### src/rtl/map_table_nway.sv
// rtl/map_table_nway.sv - N-wide register alias table with intra-group forwarding and CDB bypass
module map_table_nway #(
    parameter int WIDTH     = 3,
    parameter int ARCH_REGS = 32,
    parameter int ROB_SIZE  = 32,
    parameter int ZERO_REG  = 1,
    localparam int AW = $clog2(ARCH_REGS),
    localparam int TW = $clog2(ROB_SIZE),
    localparam int NW = $clog2(WIDTH + 1)
) (
    input  logic                  clk,
    input  logic                  reset,
    input  logic                  dispatch_en,
    input  logic [NW-1:0]         dispatch_num,
    input  logic [WIDTH*AW-1:0]   src1_idx,
    input  logic [WIDTH*AW-1:0]   src2_idx,
    input  logic [WIDTH*AW-1:0]   dest_idx,
    input  logic [TW-1:0]         rob_tail_in,
    input  logic                  complete_en,
    input  logic [NW-1:0]         complete_num,
    input  logic [WIDTH*TW-1:0]   cdb_tag_in,
    input  logic                  retire_en,
    input  logic [NW-1:0]         retire_num,
    input  logic [WIDTH*AW-1:0]   retire_dest_idx,
    input  logic [WIDTH*TW-1:0]   retire_tag,
    input  logic                  flush,
    output logic [WIDTH*TW-1:0]   tag_out1,
    output logic [WIDTH*TW-1:0]   tag_out2,
    output logic [WIDTH-1:0]      ready_out1,
    output logic [WIDTH-1:0]      ready_out2,
    output logic [WIDTH-1:0]      hit1,
    output logic [WIDTH-1:0]      hit2,
    output logic [ARCH_REGS-1:0]  ready_vec
);

    logic [ARCH_REGS-1:0] valid_q, ready_q, valid_d, ready_d;
    logic [TW-1:0]        tag_q [ARCH_REGS];
    logic [TW-1:0]        tag_d [ARCH_REGS];

    logic [NW-1:0]  disp_n, comp_n, ret_n;
    logic [WIDTH-1:0] disp_write, comp_lane, ret_lane;
    logic [AW-1:0]  src1 [WIDTH];
    logic [AW-1:0]  src2 [WIDTH];
    logic [AW-1:0]  dest [WIDTH];
    logic [AW-1:0]  rdest [WIDTH];
    logic [TW-1:0]  lane_tag [WIDTH];
    logic [TW-1:0]  cdb_tag [WIDTH];
    logic [TW-1:0]  rtag [WIDTH];
    logic [ARCH_REGS-1:0] cdb_hit_reg;

    function automatic logic [NW-1:0] clamp(input logic [NW-1:0] n);
        return (n > NW'(WIDTH)) ? NW'(WIDTH) : n;
    endfunction

    assign disp_n = clamp(dispatch_num);
    assign comp_n = clamp(complete_num);
    assign ret_n  = clamp(retire_num);

    // Lane unpacking; disp_write already excludes writes to the hardwired zero register.
    always_comb begin
        for (int i = 0; i < WIDTH; i++) begin
            src1[i]     = src1_idx[i*AW +: AW];
            src2[i]     = src2_idx[i*AW +: AW];
            dest[i]     = dest_idx[i*AW +: AW];
            rdest[i]    = retire_dest_idx[i*AW +: AW];
            cdb_tag[i]  = cdb_tag_in[i*TW +: TW];
            rtag[i]     = retire_tag[i*TW +: TW];
            lane_tag[i] = rob_tail_in + TW'(i);
            disp_write[i] = dispatch_en && (NW'(i) < disp_n) &&
                            !((ZERO_REG != 0) && (dest[i] == '0));
            comp_lane[i]  = complete_en && (NW'(i) < comp_n);
            ret_lane[i]   = retire_en && (NW'(i) < ret_n);
        end
    end

    always_comb begin
        cdb_hit_reg = '0;
        for (int r = 0; r < ARCH_REGS; r++) begin
            for (int k = 0; k < WIDTH; k++) begin
                if (comp_lane[k] && (cdb_tag[k] == tag_q[r])) cdb_hit_reg[r] = 1'b1;
            end
        end
    end

    // Returns {hit, ready, tag}; younger in-group producers override the table.
    function automatic logic [TW+1:0] lookup(input int j, input logic [AW-1:0] src);
        logic [TW+1:0] res;
        res = '0;
        if (!((ZERO_REG != 0) && (src == '0))) begin
            if (valid_q[src]) res = {1'b1, ready_q[src] | cdb_hit_reg[src], tag_q[src]};
            for (int i = 0; i < WIDTH; i++) begin
                if ((i < j) && disp_write[i] && (dest[i] == src)) res = {2'b10, lane_tag[i]};
            end
        end
        return res;
    endfunction

    always_comb begin
        logic [TW+1:0] r1, r2;
        tag_out1   = '0;
        tag_out2   = '0;
        ready_out1 = '0;
        ready_out2 = '0;
        hit1       = '0;
        hit2       = '0;
        for (int j = 0; j < WIDTH; j++) begin
            r1 = lookup(j, src1[j]);
            r2 = lookup(j, src2[j]);
            hit1[j]              = r1[TW+1];
            ready_out1[j]        = r1[TW];
            tag_out1[j*TW +: TW] = r1[TW-1:0];
            hit2[j]              = r2[TW+1];
            ready_out2[j]        = r2[TW];
            tag_out2[j*TW +: TW] = r2[TW-1:0];
        end
    end

    // Later loops override earlier ones: dispatch beats retire beats complete.
    always_comb begin
        valid_d = valid_q;
        ready_d = ready_q;
        tag_d   = tag_q;
        for (int r = 0; r < ARCH_REGS; r++) begin
            if (valid_q[r] && cdb_hit_reg[r]) ready_d[r] = 1'b1;
        end
        for (int k = 0; k < WIDTH; k++) begin
            if (ret_lane[k] && valid_q[rdest[k]] && (tag_q[rdest[k]] == rtag[k]))
                valid_d[rdest[k]] = 1'b0;
        end
        for (int i = 0; i < WIDTH; i++) begin
            if (disp_write[i]) begin
                valid_d[dest[i]] = 1'b1;
                tag_d[dest[i]]   = lane_tag[i];
                ready_d[dest[i]] = 1'b0;
            end
        end
    end

    always_ff @(posedge clk) begin
        if (reset || flush) begin
            valid_q <= '0;
            ready_q <= '0;
            for (int r = 0; r < ARCH_REGS; r++) tag_q[r] <= '0;
        end else begin
            valid_q <= valid_d;
            ready_q <= ready_d;
            for (int r = 0; r < ARCH_REGS; r++) tag_q[r] <= tag_d[r];
        end
    end

    assign ready_vec = valid_q & ready_q;

endmodule

### config.mk
export PLATFORM = sky130hd
export DESIGN_NAME = map_table_nway
export DESIGN_NICKNAME = d
export VERILOG_FILES = /design/src/rtl/map_table_nway.sv
export SDC_FILE = /design/constraint.sdc
export NUM_CORES = 2
export LEC_CHECK = 0
export ABC_CLOCK_PERIOD_IN_PS = 6600
export BUFFER_PORTS_ARGS = -buffer_cell sky130_fd_sc_hd__buf_2
export CAP_MARGIN = 10
export CORE_ASPECT_RATIO = 1.4
export CORE_MARGIN = 3
export CORE_UTILIZATION = 30
export CTS_BUF_LIST = sky130_fd_sc_hd__clkbuf_4 sky130_fd_sc_hd__clkbuf_8
export DETAILED_ROUTE_END_ITERATION = 10
export GPL_TIMING_DRIVEN = 0
export PLACE_DENSITY = 0.5
export SLEW_MARGIN = 20
export SYNTH_ARGS = -nofsm -noshare
export SYNTH_HDL_FRONTEND = slang
export SYNTH_SLANG_ARGS = --single-unit
### constraint.sdc
create_clock -name clk -period 6.6 [get_ports clk]
set_input_delay 0.33 -clock clk [delete_from_list [all_inputs] [get_ports clk]]
set_output_delay 0.33 -clock clk [all_outputs]
set_load 0.05 [all_outputs]
# Yosys cells after proc, flatten, opt, wreduce, memory -nomap -nowiden
# Cells that the tools add are included.
# Widths: inputs -> output; s select.
[word_totals] regBits=224 word_cells=645 output_inout_bits=74 input_bits=107
[op_classes] n_reduce_logical=174 add_sub_neg=2 n_lt_le_gt_ge=45 n_mux=251 eq_ne=105 n_bitwise=34
[ops] op="$eq 5x5->1" n=105
[ops] op="$bwmux 160" n=3
[ops] op="$mux 160" n=3
[ops] op="$mux 32" n=9
[ops] op="$bmux 5 s5" n=9
[ops] op="$and 32x32->32" n=7
[ops] op="$not 32->32" n=6
[ops] op="$logic_and 1x1->1" n=161
[ops] op="$mux 1" n=155
[ops] op="$mux 7" n=18
[ops] op="$bmux 1 s5" n=21
[ops] op="$mux 5" n=21
[ops] op="$or 32x32->32" n=3
[ops] op="$demux 5 s5" n=3
[ops] op="$ge 6x6->1 const B" n=12
[ops] op="$lt 5x6->1 const B" n=12
[ops] op="$not 5->6" n=12
[ops] op="$logic_not 5->1" n=9
[ops] op="$demux 1 s5" n=6
[ops] op="$ge 5x1->1 const B" n=6
[ops] op="$lt 6x1->1 const B" n=3
[ops] op="$lt 1x2->1 const A" n=6
[ops] op="$gt 2x2->1 const B" n=3
[ops] op="$lt 2x2->1 const A" n=3
[ops] op="6 further kinds" n=15

# Logic depth before layout (Yosys ltp)
[logic_depth] ltp_word=17 mapped_depth=13

# Worst setup path after synthesis
# Ideal clock, no wire load.
[synth_path] path_kind="input -> output" start="in cdb_tag_in[9]" end="out ready_out1[1]" setup_slack_ps=2573 n_path_buf=3 stages=11 arrival_time_ps=3697 required_time_ps=6270 path_cell_list="clkbuf_1 > buf_2 > buf_2 > xor2_1 > nor4_1 > nand3_1 > o211ai_1 > mux4_2 > mux2i_1 > or2_2 > a311oi_1"
[synth_between] elab_chain_len=10 elab_cells_between_ends=134 classes_between="eq/ne: 32; mux: 69; bitwise: 1; reduce/logical: 32"
[synth_rtl] element="start: declaration" line="21" rtl="input logic [WIDTH*TW-1:0] cdb_tag_in,"
[synth_rtl] element="$eq 5x5->1" line="80" rtl="if (comp_lane[k] && (cdb_tag[k] == tag_q[r])) cdb_hit_reg[r] = 1'b1;"
[synth_rtl] element="$logic_and 1x1->1" line="80"
[synth_rtl] element="$mux 1 (2 in series)" line="80"
[synth_rtl] element="$bmux 1 s5 (*)" line="90" rtl="if (valid_q[src]) res = {1'b1, ready_q[src] | cdb_hit_reg[src], tag_q[src]};"
[synth_rtl] element="$mux 1 (not written as such) (*)" line="90"
[synth_rtl] element="$or 1x1->1 (*)" line="90"
[synth_rtl] element="$mux 7 (*)" line="90"
[synth_rtl] element="$mux 7 (*)" line="92" rtl="if ((i < j) && disp_write[i] && (dest[i] == src)) res = {2'b10, lane_tag[i]};"
[synth_rtl] element="$mux 7 (*)" line="89" rtl="if (!((ZERO_REG != 0) && (src == '0))) begin"
[synth_rtl] element="end: declaration" line="29" rtl="output logic [WIDTH-1:0] ready_out1,"
# Mark *: on every way between the ends. The rest lies on a longest branch, timed or not. The select of a mux whose other input is x is not followed.

# Worst setup path in the final report
[layout_path] start="reg tag_q[4] (netlist name)" end="out ready_out1[2]"
[layout_between] elab_chain_len=12 elab_cells_between_ends=16 classes_between="eq/ne: 3; mux: 9; bitwise: 1; reduce/logical: 3"
[layout_rtl] element="start: declaration" line="37" rtl="logic [TW-1:0] tag_q [ARCH_REGS];"
[layout_rtl] element="$eq 5x5->1" line="80"
[layout_rtl] element="$logic_and 1x1->1" line="80"
[layout_rtl] element="$mux 1 (2 in series)" line="80"
[layout_rtl] element="$mux 1 (*)" line="80"
[layout_rtl] element="$bmux 1 s5 (*)" line="90"
[layout_rtl] element="$mux 1 (not written as such) (*)" line="90"
[layout_rtl] element="$or 1x1->1 (*)" line="90"
[layout_rtl] element="$mux 7 (*)" line="90"
[layout_rtl] element="$mux 7 (*) (2 in series)" line="92"
[layout_rtl] element="$mux 7 (*)" line="89"
# Marks and branches as above.

==> results.sh <==
export IMPL_tritoncts="done"
export IMPL_layout_commonest_cell="mux4_2"
export IMPL_hp_class="in -> reg"
export IMPL_seq_power_share_pct=28.0
export IMPL_antenna_found_initial=35
export IMPL_fp_dieH_um=423.7
export IMPL_setup_viol=0
export IMPL_period_minus_slack_ns=5.787
export IMPL_tns_ns=0
export IMPL_cp_arrival_ns=5.46
export IMPL_crit_fanout=10
export IMPL_pin_count=181
export IMPL_route_detailed_drc=0
export IMPL_start_util_pct=30.34
export IMPL_port_buffers=132
export IMPL_p_per_area_nw_per_um2=124.1
export IMPL_ant_nets=0
export IMPL_hold_buffers=0
export IMPL_startpoint_type="flip-flop"
export IMPL_ctsResizeCount=0
export IMPL_yosysWarnings=0
export IMPL_rrSetupSlack_ns=1.17
export IMPL_slew_headroom_pct=8.535
export IMPL_regArea_um2=4484
export IMPL_p_sw_share_pct=45.46
export IMPL_layout_common_cells="mux4_2 (447), nand2_1 (422), clkbuf_1 (359)"
export IMPL_clk_latency_ns=0.78
export IMPL_post_route_util_pct=34.03
export IMPL_synth_seq_area_share_pct=11.99
export IMPL_grt_pass1_wl_um=451500
export IMPL_fin_crit_sh_pct=87.69
export IMPL_crit_required_ns=6.27
export IMPL_cts_root_buf="clkbuf_8"
export IMPL_cts_sinks=224
export IMPL_h_tree_depth=2
export IMPL_synth_edff_count=0
export IMPL_grt_use_total_pct=53.02
export IMPL_avgSynthCellArea_um2=8.542
export IMPL_min_delay_path_depth=4
export IMPL_ir_drop_v=0.0001360
export IMPL_internal_power_w=0.002839
export IMPL_clk_pin_slew_ns=0.06
export IMPL_first_global_vias=42873
export IMPL_globalRouteOverflowTotal=0
export IMPL_vias=46270
export IMPL_drt_pass1_iterations=9
export IMPL_min_to="tag_q[65]"
export IMPL_wl_per_cell_um=56.31
export IMPL_hpwl_um=279100
export IMPL_fmax_mhz=172.8
export IMPL_fill_cells=13201
export IMPL_r2r_start="tag_q[68]"
export IMPL_via_per_inst=7.368
export IMPL_tightest_slew_ns=1.358
export IMPL_timing_rr_end="valid_q[30]"
export IMPL_slew_violations=0
export IMPL_critPathCaptureType="output pin"
export IMPL_multi_input_area_um2=30450
export IMPL_cts_setup_buffers=0
export IMPL_cts_buffers=47
export IMPL_hp_start="dest_idx[10]"
export IMPL_dieArea_um2=129000
export IMPL_power_frac_clock_pct=35.0
export IMPL_worst_r2r_cell_count=9
export IMPL_rsz0062_at_grt="false"
export IMPL_leakagePower_nw=15.05
export IMPL_hold_viol=0
export IMPL_netlist_area_um2=37390
export IMPL_die_w_um=304.4
export IMPL_critical_path_class="reg -> out"
export IMPL_core_area_um2=123200
export IMPL_place_congestion=1.193
export IMPL_pwr_share_comb_pct=37.0
export IMPL_cap_violations=0
export IMPL_row_count=152
export IMPL_clk_path_buf_depth=3
export IMPL_synthArstFlopShare_pct=0
export IMPL_grt_max_degree=14
export IMPL_syn_inst=4377
export IMPL_synth_seq_cells=224
export IMPL_ys_types=85
export IMPL_wirelength_um=353600
export IMPL_synthToLayoutAreaGrowth_pct=12.19
export IMPL_fin_hold_ws_ns=0.09027
export IMPL_finalNetCount=4704
export IMPL_syn_num_nets=4486
export IMPL_layout_drive_gt1_share_pct=21.75
export IMPL_ys_dominant_reg_cell="dfxtp_1"
export IMPL_status="finished clean"
export IMPL_switching_power_w=0.002366
export IMPL_skew_ns=0.08235
export IMPL_drt_initial_drc_count=7398
[layout make-up]
type | count | share of cell area (%)
multi-input combinational | 3507 | 72.59
sequential | 224 | 10.69
buffer | 586 | 5.996
tap | 1617 | 4.824
timing repair buffer | 169 | 2.697
clock buffer | 71 | 2.166
inverter | 60 | 0.5369
clock inverter | 17 | 0.3281
antenna | 29 | 0.1730
[power by group through the flow]
stage               Combinational (W)  Clock [W]  Sequential [W]
floorplan                    0.000986          0         0.00142
global placement              0.00177          0         0.00148
detailed placement            0.00180          0         0.00148
CTS                           0.00181    0.00181         0.00145
global route                  0.00191    0.00185         0.00144
finish                        0.00193    0.00182         0.00146
[metal layers]
metal / vias up / part of all wire (%) / track usage (%)
met5: - / 0.069 / 1.313
met4: 8 / 14 / 56.13
met3: 1565 / 12 / 20.66
met2: 4467 / 41 / 76.06
met1: 23112 / 33 / 57.33
li1: 17118 / - / -
[critical path, cell delays in order, from the launching register on]
cell	delay, ns
dfxtp_1	0.73
clkbuf_1	0.82
xor2_1	0.14
nor4_1	0.41
nand3_1	0.25
nand3_1	0.60
mux4_2	0.38
nand2_1	0.06
a211oi_1	0.69
o311a_1	0.33
buf_2	0.27
[cell usage after synthesis, drive strengths merged (8+ instances only)]
master | count | area share, %
mux4 | 447 | 27
clkbuf | 423 | 4.2
nand2 | 422 | 4.2
mux2i | 318 | 8.5
xor2 | 284 | 6.7
nor2 | 270 | 2.7
dfxtp | 224 | 12
xnor2 | 222 | 5.2
a21oi | 203 | 2.7
buf | 163 | 2.2
nand3 | 161 | 2.2
o21ai | 160 | 2.1
o22ai | 142 | 2.4
nor4 | 121 | 2.1
nor3 | 90 | 1.2
o211ai | 65 | 1.3
nand4 | 60 | 1.0
inv | 58 | 0.58
a211oi | 48 | 0.96
and2 | 48 | 0.80
a311oi | 40 | 0.94
a221oi | 37 | 0.87
o31ai | 32 | 0.64
and3 | 20 | 0.33
a31oi | 19 | 0.32
mux2 | 19 | 0.57
nand2b | 19 | 0.32
o32ai | 19 | 0.45
or3 | 19 | 0.33
or2 | 17 | 0.28
nand4b | 15 | 0.45
nor3b | 15 | 0.30
or4 | 15 | 0.30
or4bb | 14 | 0.42
or4b | 13 | 0.37
and3b | 12 | 0.28
nand3b | 12 | 0.24
a22oi | 11 | 0.22
nor2b | 10 | 0.17
a32oi | 9 | 0.21
o2111ai | 8 | 0.19
[stage by stage]
step	cells	total power (W)	area [um2]	setup WS [ns]
floorplan	4377	0.002403	37390	2.573
global placement	6126	0.003251	40070	1.181
detailed placement	6161	0.003279	40750	1.372
CTS	6249	0.005062	41800	1.181
global route	6254	0.005205	41880	0.9132
finish	6280	0.005205	41940	0.8128
[how the worst max path moves through the flow]
stage,end,slack (ns),cells after the start,startpoint
floorplan,ready_out1[1],2.57,11,cdb_tag_in[9]
global placement,tag_out2[14],1.18,10,src2_idx[11]
detailed placement,valid_q[18],1.37,11,retire_dest_idx[6]
CTS,ready_out1[2],1.18,10,tag_q[4]
global route,ready_out1[1],0.91,11,tag_q[114]
finish,ready_out1[2],0.81,10,tag_q[4]
[flip-flops by register name (all words and copies together) (netlist names)]
name / cells
tag_q: 160
valid_q: 32
ready_q: 32
[cell families (layout without fill, tap and decap cells)]
family / Yosys count / after routing / synth area share, %
other cells: 0 / 29 / 0
fa+ha+maj: 2 / 2 / 0.06692
compound gates: 849 / 849 / 14.72
mux: 784 / 784 / 36.01
xor+xnor: 506 / 506 / 11.85
simple gates: 1366 / 1366 / 18.32
flops: 224 / 224 / 11.99
buf+inv: 646 / 903 / 7.035
Power figures use the tool's default switching activity.
